--- config.mk ---
export PLATFORM = sky130hd
export DESIGN_NAME = debounce_edge
export DESIGN_NICKNAME = d
export VERILOG_FILES = /design/src/rtl/debounce_pkg.sv /design/src/rtl/sat_counter.sv /design/src/rtl/debounce_edge.sv
export SDC_FILE = /design/constraint.sdc
export NUM_CORES = 1
export LEC_CHECK = 0
export ABC_AREA = 0
export BUFFER_PORTS_ARGS = -buffer_cell sky130_fd_sc_hd__buf_2
export CAP_MARGIN = 30
export CELL_PAD_IN_SITES_DETAIL_PLACEMENT = 2
export CELL_PAD_IN_SITES_GLOBAL_PLACEMENT = 2
export CORE_ASPECT_RATIO = 1.4
export CORE_MARGIN = 5
export CORE_UTILIZATION = 36
export DETAILED_ROUTE_END_ITERATION = 10
export PLACE_DENSITY = 0.86
export REMOVE_ABC_BUFFERS = 1
export SLEW_MARGIN = 25
export SYNTH_ARGS = -nofsm -noshare
export SYNTH_HDL_FRONTEND = slang
export SYNTH_SLANG_ARGS = --single-unit
--- constraint.sdc ---
create_clock -name clk -period 3.7 [get_ports clk]
set_input_delay 0.185 -clock clk [delete_from_list [all_inputs] [get_ports clk]]
set_output_delay 0.185 -clock clk [all_outputs]
set_load 0.005 [all_outputs]
--- src/rtl/debounce_pkg.sv ---
// -----------------------------------------------------------------------------
// debounce_pkg
//   Shared types for the debounce/edge-qualification block.
//   deb_state_t : qualification FSM states. The two "stable" states hold the
//                 accepted level. The two "qual" states count consecutive
//                 samples of the opposite level before accepting it.
// -----------------------------------------------------------------------------
package debounce_pkg;

  typedef enum logic [1:0] {
    STABLE_LOW  = 2'd0,
    QUAL_HIGH   = 2'd1,
    STABLE_HIGH = 2'd2,
    QUAL_LOW    = 2'd3
  } deb_state_t;

endpackage : debounce_pkg

--- src/rtl/sat_counter.sv ---
// -----------------------------------------------------------------------------
// sat_counter
//   Saturating up-counter with a synchronous clear. When clr and inc are both
//   high in the same cycle, clr wins. The count stops at 2^WIDTH-1 and does
//   not wrap.
// Ports
//   clk    in   1      clock, posedge
//   n_rst  in   1      asynchronous active-low reset, clears count
//   inc    in   1      increment request
//   clr    in   1      synchronous clear, takes priority over inc
//   count  out  WIDTH  current count (registered)
// -----------------------------------------------------------------------------
module sat_counter #(
  parameter int WIDTH = 8
) (
  input  logic             clk,
  input  logic             n_rst,
  input  logic             inc,
  input  logic             clr,
  output logic [WIDTH-1:0] count
);

  localparam logic [WIDTH-1:0] MAX_COUNT = '1;

  logic [WIDTH-1:0] count_q;
  logic [WIDTH-1:0] count_d;

  always_comb begin
    count_d = count_q;
    if (clr) begin
      count_d = '0;
    end else if (inc && (count_q != MAX_COUNT)) begin
      count_d = count_q + 1'b1;
    end
  end

  // NOTE: registers take non-blocking assignments so every flop samples the
  // pre-edge value of the others, whatever order the blocks run in.
  always_ff @(posedge clk or negedge n_rst) begin
    if (!n_rst) begin
      count_q <= '0;
    end else begin
      count_q <= count_d;
    end
  end

  assign count = count_q;

endmodule : sat_counter

--- src/rtl/debounce_edge.sv ---
// -----------------------------------------------------------------------------
// debounce_edge
//   Qualifies an already-synchronized level. A change of level is accepted only
//   after STABLE_CYCLES consecutive identical samples. On acceptance, the
//   debounced level changes and a one-cycle rise or fall pulse is emitted.
//   Accepted rising edges and aborted qualifications (glitches) are counted
//   in saturating counters. A counter can be cleared synchronously.
// Parameters
//   STABLE_CYCLES  consecutive equal samples needed to accept a change (>= 2)
//   COUNT_WIDTH    width of edge_count and glitch_count
// Ports
//   clk           in   1            clock, posedge
//   n_rst         in   1            asynchronous active-low reset
//   sync_in       in   1            synchronized input level
//   clear         in   1            synchronous clear of both counters
//   debounced     out  1            qualified level (registered)
//   rise_pulse    out  1            1-cycle pulse on accepted 0->1 (registered)
//   fall_pulse    out  1            1-cycle pulse on accepted 1->0 (registered)
//   edge_count    out  COUNT_WIDTH  accepted rising edges, saturating
//   glitch_count  out  COUNT_WIDTH  aborted qualifications, saturating
// -----------------------------------------------------------------------------
module debounce_edge
  import debounce_pkg::*;
#(
  parameter int STABLE_CYCLES = 4,
  parameter int COUNT_WIDTH   = 8
) (
  input  logic                   clk,
  input  logic                   n_rst,
  input  logic                   sync_in,
  input  logic                   clear,
  output logic                   debounced,
  output logic                   rise_pulse,
  output logic                   fall_pulse,
  output logic [COUNT_WIDTH-1:0] edge_count,
  output logic [COUNT_WIDTH-1:0] glitch_count
);

  localparam int CNT_W = $clog2(STABLE_CYCLES + 1);
  // The qualifying sample that reaches this count is the last one needed.
  // The first sample (on entry to a qual state) already counts as 1.
  localparam logic [CNT_W-1:0] ACCEPT_CNT = CNT_W'(STABLE_CYCLES - 1);

  deb_state_t       state_q, state_d;
  logic [CNT_W-1:0] cnt_q, cnt_d;
  logic             debounced_q, debounced_d;
  logic             rise_q, rise_d;
  logic             fall_q, fall_d;
  logic             edge_inc;
  logic             glitch_inc;

  // NOTE: every signal written here gets a default first. This means that no
  // path through the case statement leaves a value unassigned, which would
  // otherwise infer a latch.
  always_comb begin
    state_d     = state_q;
    cnt_d       = cnt_q;
    debounced_d = debounced_q;
    rise_d      = 1'b0;
    fall_d      = 1'b0;
    edge_inc    = 1'b0;
    glitch_inc  = 1'b0;

    unique case (state_q)
      STABLE_LOW: begin
        if (sync_in) begin
          state_d = QUAL_HIGH;
          cnt_d   = CNT_W'(1);
        end
      end

      QUAL_HIGH: begin
        if (!sync_in) begin
          state_d    = STABLE_LOW;
          cnt_d      = '0;
          glitch_inc = 1'b1;
        end else if (cnt_q == ACCEPT_CNT) begin
          state_d     = STABLE_HIGH;
          cnt_d       = '0;
          debounced_d = 1'b1;
          rise_d      = 1'b1;
          edge_inc    = 1'b1;
        end else begin
          cnt_d = cnt_q + 1'b1;
        end
      end

      STABLE_HIGH: begin
        if (!sync_in) begin
          state_d = QUAL_LOW;
          cnt_d   = CNT_W'(1);
        end
      end

      QUAL_LOW: begin
        if (sync_in) begin
          state_d    = STABLE_HIGH;
          cnt_d      = '0;
          glitch_inc = 1'b1;
        end else if (cnt_q == ACCEPT_CNT) begin
          state_d     = STABLE_LOW;
          cnt_d       = '0;
          debounced_d = 1'b0;
          fall_d      = 1'b1;
        end else begin
          cnt_d = cnt_q + 1'b1;
        end
      end

      default: begin
        state_d = STABLE_LOW;
        cnt_d   = '0;
      end
    endcase
  end

  always_ff @(posedge clk or negedge n_rst) begin
    if (!n_rst) begin
      state_q     <= STABLE_LOW;
      cnt_q       <= '0;
      debounced_q <= 1'b0;
      rise_q      <= 1'b0;
      fall_q      <= 1'b0;
    end else begin
      state_q     <= state_d;
      cnt_q       <= cnt_d;
      debounced_q <= debounced_d;
      rise_q      <= rise_d;
      fall_q      <= fall_d;
    end
  end

  // The counters register their increment on the same edge that registers
  // the pulse, so a count changes together with the pulse that caused it.
  sat_counter #(
    .WIDTH (COUNT_WIDTH)
  ) u_edge_cnt (
    .clk   (clk),
    .n_rst (n_rst),
    .inc   (edge_inc),
    .clr   (clear),
    .count (edge_count)
  );

  sat_counter #(
    .WIDTH (COUNT_WIDTH)
  ) u_glitch_cnt (
    .clk   (clk),
    .n_rst (n_rst),
    .inc   (glitch_inc),
    .clr   (clear),
    .count (glitch_count)
  );

  assign debounced  = debounced_q;
  assign rise_pulse = rise_q;
  assign fall_pulse = fall_q;

endmodule : debounce_edge

==> load_flow_metrics.sql, run 1 <==
INSERT INTO impl_metrics (metric_group, metric, value, unit) VALUES
('run_status', 'run_status', 'complete, no violations', ''),
('yosys', 'number_of_distinct_library_cells_after_synthesis', '34', ''),
('yosys', 'synth-adder-area-share', '0.03191', ''),
('clock_network', 'clock_tree.htree_level_count', '1', ''),
('power_and_ir_drop', 'vdd.ir_drop.worst', '0.0002719', 'V'),
('clock_network', 'ctsLongestPathBuffers', '2', ''),
('cells_and_area', 'finish.utilization', '0.4383', ''),
('floorplanning', 'die_y', '77.63', 'µm'),
('route', 'detail_route.wirelength', '2971', 'µm'),
('timing', 'fin_crit_sh', '0.5129', ''),
('worst_setup_path', 'crit_arrival', '2.08', 'ns'),
('floorplanning', 'die_w', '58.31', 'µm'),
('power_and_ir_drop', 'p_per_area', '490.1', 'nW/µm²'),
('yosys', 'post_synth.cell_area_avg', '10.05', 'µm²'),
('timing', 'layout_setup_ws', '1.802', 'ns'),
('floorplanning', 'core_area', '3123', 'µm²'),
('yosys', 'main_combinational_cell_family_by_area_after_synthesis', 'simple AND/OR/NAND/NOR gates', ''),
('route', 'route.detailed.drc', '0', ''),
('yosys', 'synthFlopType', 'dfrtp_1', ''),
('yosys', 'post_synth_mux_area_share', '0.01702', ''),
('worst_setup_path', 'worst-r2r-setup-slack', '1.80', 'ns'),
('route', 'final_antenna_net_count', '0', ''),
('floorplanning', 'core.rowCount', '24', ''),
('yosys', 'synthDominantCellAreaShare', '0.5106', ''),
('placement', 'dp_hpwl', '2311', 'µm'),
('timing', 'hold_ws', '0.2094', 'ns'),
('cells_and_area', 'num-fill-cells', '359', ''),
('cells_and_area', 'final_area', '1369', 'µm²'),
('clock_network', 'tritoncts.num_buffers', '3', ''),
('yosys', 'netlist.top_cell.by_area', 'dfrtp_1', ''),
('placement', 'placer_s_final_routability_congestion_estimate', '0.7685', ''),
('cells_and_area', 'drive_above_1_share', '0.2000', ''),
('yosys', 'synth_simple_gate_area_share', '0.2043', ''),
('power_and_ir_drop', 'power.total', '0.6709', 'mW'),
('worst_hold_path', 'min_path_type', 'in2reg', ''),
('timing', 'hold_violation_total_from_the_final_report', '0', ''),
('placement', 'post_dp_cell_area', '1304', 'µm²'),
('yosys', 'synth.yosys.seq_area_share', '0.5106', ''),
('grt', 'grt_pass1_vias', '1119', ''),
('cells_and_area', 'n_antenna_cell', '0', ''),
('worst_setup_path', 'worstSetupPathType', 'reg2reg', ''),
('yosys', 'synth-seq-cells', '24', ''),
('route', 'via_density_per_instance', '5.676', ''),
('yosys', 'synth_compound_gate_area_share', '0.1628', ''),
('cells_and_area', 'syn2layout_area_growth', '16.38', '%'),
('clock_network', 'tritoncts', 'done', ''),
('power_and_ir_drop', 'share_of_power_burned_in_the_clock_network', '0.263', ''),
('clock_network', 'reg_clk_slew_reported_paths', '0.08', 'ns'),
('timing', 'skew', '0.009099', 'ns'),
('yosys', 'synth.area.top_cells', 'dfrtp_1, a21oi_1, nor2_1', ''),
('power_and_ir_drop', 'power.share.sequential', '0.504', ''),
('timing', 'setup_tns', '0', 'ns'),
('placement', 'port-buffer-count', '22', ''),
('worst_setup_path', 'ff2ff_path_depth', '5', ''),
('route', 'detail_route.iter0.violations', '29', ''),
('route', 'via_count', '1016', ''),
('power_and_ir_drop', 'intPower', '0.4561', 'mW'),
('power_and_ir_drop', 'switchingPower', '0.2148', 'mW'),
('timing', 'final_period_minus_worst_setup_slack', '1.898', 'ns'),
('placement', 'placed_cells_incl_taps', '174', ''),
('floorplanning', 'ios', '23', ''),
('worst_setup_path', 'critPathMaxFanout', '12', ''),
('clock_network', 'clock_tree.root_cell', 'clkbuf_8', ''),
('route', 'wl_per_cell', '16.60', 'µm'),
('grt', 'antenna_found_initial', '0', ''),
('route', 'firstDrtPassIters', '4', ''),
('yosys', 'synth_xor_area_frac', '0.03723', ''),
('yosys', 'share_of_async_settable_or_async_resettable_flops_after_synthesis', '1.000', ''),
('cells_and_area', 'fin_nets', '148', ''),
('power_and_ir_drop', 'comb_power_share', '0.233', ''),
('yosys', 'netlist_instances', '117', '');
## cell usage in the layout (no fill, tap or decap)
master         synthesis  routed
xor2_1                 4       4
nand3b_1               1       1
a21oi_1                9       9
nand3_1                7       7
nand2_1                8       8
or3_1                  6       6
and3b_4                1       1
xnor2_1                1       1
dfrtp_1               24      24
o22ai_1                1       1
or2_1                  1       1
nor2b_1                1       1
nor2_1                11      11
clkbuf_8               0       4
or4_1                  3       3
a21boi_0               1       1
inv_1                  3       3
nor4_1                 1       1
o2111ai_1              1       1
a31oi_1                1       1
o31ai_1                4       4
nand2b_1               1       1
nor3_1                 2       2
a211oi_1               1       1
o211ai_1               1       1
ha_1                   3       3
buf_2                  0      22
o2111ai_2              1       1
mux2i_1                2       2
o21a_1                 3       3
dlygate4sd3_1          0       1
o21ai_0                7       7
nand4_1                3       3
## synth_stat cells (all sizes together), types with 4 or more instances
cell type	number
a21oi	9
dfrtp	24
nand2	8
nand3	7
nor2	11
o21ai	7
o31ai	4
or3	6
xor2	4
## critical path, stage by stage (launching register included)
cell       delay (ns)
dfrtp_1          0.39
ha_1             0.22
and3b_4          0.23
o2111ai_2        0.28
or4_1            0.56
a21oi_1          0.15
## metal layers
layer / GRT usage / share of wire / routed length, µm / vias to the layer above
li1: - / - / - / 472
met1: 0.1587 / 0.39 / 1152 / 517
met3: 0.02326 / 0.031 / 93 / 6
met2: 0.2651 / 0.56 / 1666 / 21
met5: 0 / 0 / 0 / -
met4: 0.05104 / 0.020 / 58 / 0
## registers in the layout (all words and copies together), names as in the netlist, named ones only
register and flops:
u_glitch_cnt.count 8, state_q 1, u_edge_cnt.count 8, debounced 1, rise_pulse 1, cnt_q 3, fall_pulse 1
## cells by family after synthesis
kind of cell             count (synthesis)
multiplexers                             2
AO/OA/AOI/OAI                           30
buffers and inverters                    7
adder cells (fa/ha/maj)                  3
AND/OR/NAND/NOR                         46
flip-flops                              24
XOR/XNOR                                 5
## path summary, 6_finish.rpt
path,to,from
max,u_edge_cnt.count[6],cnt_q[0]
min,fall_pulse,sync_in
max reg2reg,u_edge_cnt.count[6],cnt_q[0]
min reg2reg,cnt_q[1],cnt_q[1]
max in group asynchronous,fall_pulse,n_rst
min in group asynchronous,u_edge_cnt.count[2],n_rst
## cell type report
class,count,area [µm²],area share
clock buffers,4,55.05,0.04022
inverters,3,11.26,0.008227
multi-input cells,86,533.0,0.3894
flip-flops and latches,24,600.6,0.4388
well taps,39,48.80,0.03565
repair buffers,23,120.1,0.08775
## power groups by stage
stage | Sequential (mW) | Combinational [mW] | Clock, mW
2_1_floorplan | 0.336 | 0.101 | 0
3_3_place_gp | 0.339 | 0.147 | 0
3_5_place_dp | 0.344 | 0.161 | 0
4_1_cts | 0.339 | 0.164 | 0.183
5_1_grt | 0.347 | 0.185 | 0.194
6_report | 0.338 | 0.156 | 0.177
## repair_timing
action	4_1_cts	5_1_grt
endpoints found under the hold margin	24	0
resized for setup	0	0
hold buffers	1	0
No activity file was read; power rests on OpenSTA's default activity.
==> run 2, diff against run 1 <==
Settings changed: ABC_AREA 0 to 1, CORE_UTILIZATION 36 to 32, PLACE_DENSITY 0.86 to 0.81.
Clock period 3.7 ns to 1.88 ns, I/O delays scaled along.
==> run 2 against run 1 <==
Sequential power rose by 110%. Combinational power rose to 3.1 times the previous value. Fmax rose by 30%. Flip-flop and latch count did not move. Critical path depth rose by 3. Count of clock-buffer cells in the layout fell by 1. Die area rose by 29%. Largest cell class is now multi-input gates. Highest routed layer unchanged.
==> load_flow_metrics.sql, run 2 <==
INSERT INTO impl_metrics (metric_group, metric, value, unit) VALUES
('yosys', 'synth_edf_count', '0', ''),
('cells_and_area', 'n_antenna_cell', '0', ''),
('clock_network', 'clock_tree.root_cell', 'clkbuf_8', ''),
('floorplanning', 'core_area', '4239', 'µm²'),
('grt', 'grt.total_usage', '0.1540', ''),
('timing', 'max_slew_headroom', '0.6120', ''),
('worst_hold_path', 'whs_endpoint', 'rise_pulse', ''),
('timing', 'hold_violation_total_from_the_final_report', '0', ''),
('worst_setup_path', 'critPathMaxFanout', '8', ''),
('worst_hold_path', 'min_path_type', 'in2reg', ''),
('cells_and_area', 'final_area', '1627', 'µm²'),
('worst_setup_path', 'crit_arrival', '1.63', 'ns'),
('job', 'max_cap_viol_count', '0', ''),
('route', 'detail_route.iter0.violations', '42', ''),
('worst_setup_path', 'crit_path_top_delay_cell', 'dfrtp_1', ''),
('route', 'detail_route.wirelength', '4068', 'µm'),
('timing', 'layout_setup_ws', '0.4179', 'ns'),
('timing', 'fin_crit_sh', '0.7777', ''),
('cells_and_area', 'fin_nets', '213', ''),
('route', 'final_antenna_net_count', '0', ''),
('clock_network', 'cts.repair_timing.setup_buffer_count', '0', ''),
('timing', 'final_period_minus_worst_setup_slack', '1.462', 'ns'),
('placement', 'place_ws', '0.3977', 'ns'),
('worst_setup_path', 'endpoint_kind', 'register', ''),
('timing', 'worst_pin_slew', '0.5820', 'ns'),
('worst_setup_path', 'startpoint_type_of_the_worst_setup_path', 'register', ''),
('clock_network', 'tritoncts.num_buffers', '3', ''),
('cells_and_area', 'mostFrequentLayoutCells', 'nand2_1, nand3_1, dfrtp_1, buf_2, nor2_1', ''),
('power_and_ir_drop', 'vdd.ir_drop.worst', '0.0002938', 'V'),
('worst_setup_path', 'ff2ff_path_depth', '8', ''),
('yosys', 'yosys_warnings', '0', ''),
('worst_setup_path', 'sum_of_buffers_and_inverters_on_the_critical_path', '0', ''),
('cells_and_area', 'num-fill-cells', '505', ''),
('floorplanning', 'core.rowCount', '28', ''),
('floorplanning', 'die_y', '88.41', 'µm'),
('floorplanning', 'die-area', '5835', 'µm²'),
('yosys', 'synthesis.area', '1405', 'µm²'),
('worst_hold_path', 'timing.hold.worst.start', 'sync_in', ''),
('placement', 'post_dp_cell_area', '1575', 'µm²'),
('cells_and_area', 'syn2layout_area_growth', '15.76', '%'),
('yosys', 'synthFlopType', 'dfrtp_1', ''),
('run_status', 'run_status', 'complete, no violations', ''),
('grt', 'grt_first_pass_wirelength', '6927', 'µm'),
('floorplanning', 'die_w', '66.01', 'µm'),
('timing', 'slew_violations', '0', ''),
('clock_network', 'clock_tree.htree_level_count', '1', ''),
('route', 'via_density_per_instance', '4.875', ''),
('route', 'via_count', '1287', ''),
('route', 'route.detailed.drc', '0', ''),
('yosys', 'synth-seq-cells', '24', ''),
('floorplanning', 'start_util', '0.3315', ''),
('grt', 'maximum_number_of_pins_on_one_net_before_global_route_repair', '25', ''),
('placement', 'dp_hpwl', '3203', 'µm'),
('worst_setup_path', 'slowest_delay', '0.43', 'ns'),
('yosys', 'synthDominantCellAreaShare', '0.4274', ''),
('power_and_ir_drop', 'leakage', '0.8532', 'nW'),
('worst_setup_path', 'path_common_cell', 'nand2_1', ''),
('yosys', 'netlist.top_cell.by_area', 'dfrtp_1', ''),
('worst_setup_path', 'timing.critical_path.max_delay_family', 'simple AND/OR/NAND/NOR gates', ''),
('route', 'wl_per_cell', '15.41', 'µm'),
('grt', 'grt_pass1_vias', '1469', ''),
('grt', 'globalRoute.totalOverflow', '0', ''),
('clock_network', 'clkSinkCount', '24', ''),
('clock_network', 'ctsLongestPathBuffers', '2', ''),
('worst_setup_path', 'worstSetupPathType', 'reg2reg', ''),
('yosys', 'post_synth.cell_area_avg', '7.806', 'µm²'),
('yosys', 'synth.area.top_cells', 'dfrtp_1, nand2_1, nand3_1', ''),
('clock_network', 'tritoncts', 'done', ''),
('grt', 'antenna_found_initial', '0', ''),
('yosys', 'netlist_instances', '180', ''),
('timing', 'maximum_operating_frequency', '683.9', 'MHz'),
('yosys', 'number_of_distinct_library_cells_after_synthesis', '25', ''),
('worst_setup_path', 'rr_endpoint', 'u_edge_cnt.count[4]', ''),
('worst_setup_path', 'worst-r2r-setup-slack', '0.42', 'ns'),
('worst_setup_path', 'worst_r2r_start', 'u_edge_cnt.count[1]', ''),
('worst_setup_path', 'path_cells', 'ha_1 -> nand2_1 -> nor2_2 -> nand2_2 -> nand2_8 -> nand2_4 -> nand2_1 -> o21ai_2', ''),
('timing', 'setup_viol_count_final', '0', ''),
('placement', 'placer_s_final_routability_congestion_estimate', '0.7863', ''),
('yosys', 'synthTopCellsByCount', 'nand2_1, nand3_1, dfrtp_1', ''),
('yosys', 'share_of_async_settable_or_async_resettable_flops_after_synthesis', '1.000', ''),
('floorplanning', 'ios', '23', ''),
('power_and_ir_drop', 'p_per_area', '922.9', 'nW/µm²'),
('clock_network', 'reg_clk_slew_reported_paths', '0.09', 'ns'),
('route', 'firstDrtPassIters', '4', ''),
('cells_and_area', 'layout_commonest_cell', 'nand2_1', ''),
('placement', 'port-buffer-count', '22', ''),
('cells_and_area', 'drive_above_1_share', '0.2206', ''),
('timing', 'hold_ws', '0.2062', 'ns'),
('yosys', 'synth.yosys.seq_area_share', '0.4274', ''),
('timing', 'rsz0062_at_grt', 'false', ''),
('timing', 'setup_tns', '0', 'ns'),
('clock_network', 'insertion_delay', '0.27', 'ns'),
('worst_setup_path', 'critPathRequiredTime', '2.05', 'ns'),
('yosys', 'post-synth-top-count-cell', 'nand2_1', ''),
('worst_hold_path', 'worst_hold_path.num_cells', '3', ''),
('timing', 'skew', '0.008370', 'ns');
## run 2: power breakdown
part | internal [mW] | switching [mW]
Combinational | 0.172 | 0.307
Sequential | 0.605 | 0.102
Clock | 0.144 | 0.172
Total | 0.921 | 0.580
## run 2: area by class of cell
type                       instances  area [µm²]  share of cell area
clock buffer                       3       41.29             0.02538
inverter                          23       86.33             0.05308
multi-input combinational        131       703.2              0.4323
sequential                        24       600.6              0.3692
tap                               60       75.07             0.04615
timing repair buffer              23       120.1             0.07385
## run 2: per-stage QoR
step	util	cells	power, mW
floorplan	-	178	1.014
global placement	0.3716	260	1.156
detailed placement	0.3716	260	1.209
CTS	0.3837	264	1.533
global route	0.3837	264	1.619
finish	0.3837	264	1.501
## run 2: worst max-delay path by stage
stage,endpoint,cells past startpoint,slack [ns],start
3_3_place_gp,u_edge_cnt.count[4],8,0.49,u_edge_cnt.count[0]
4_1_cts,u_edge_cnt.count[4],8,0.38,u_edge_cnt.count[0]
3_5_place_dp,u_edge_cnt.count[4],8,0.40,u_edge_cnt.count[0]
5_1_grt,u_edge_cnt.count[4],8,0.28,u_edge_cnt.count[1]
6_report,u_edge_cnt.count[4],8,0.42,u_edge_cnt.count[1]
2_1_floorplan,u_edge_cnt.count[4],8,0.61,u_edge_cnt.count[0]
## run 2: cell families after synthesis
group                      synth area share
adders and majority gates           0.02672
xor gates and xnor gates           0.006234
and+or+nand+nor                      0.3776
AOI/OAI and AO/OA                   0.08994
DFF                                  0.4274
buffers and inverters               0.07212
## run 2: layer usage
| layer | wire (µm) | vias up | part of all wire | GRT usage |
|---|---|---|---|---|
| met3 | 63 | 5 | 0.015 | 0.01525 |
| li1 | - | 625 | - | - |
| met2 | 2362 | 16 | 0.58 | 0.3139 |
| met5 | 0 | - | 0 | 0 |
| met4 | 49 | 0 | 0.012 | 0.04436 |
| met1 | 1592 | 641 | 0.39 | 0.1623 |
## run 2: tightest hold or removal path, cell delays in order
cell and delay, ns:
buf_2 0.12, nand2_2 0.14, nor2_8 0.07
## run 2: repair_timing
item,4_1_cts,5_1_grt
hold buffers,1,0
resized for setup,0,0
hold endpoints to repair,24,0
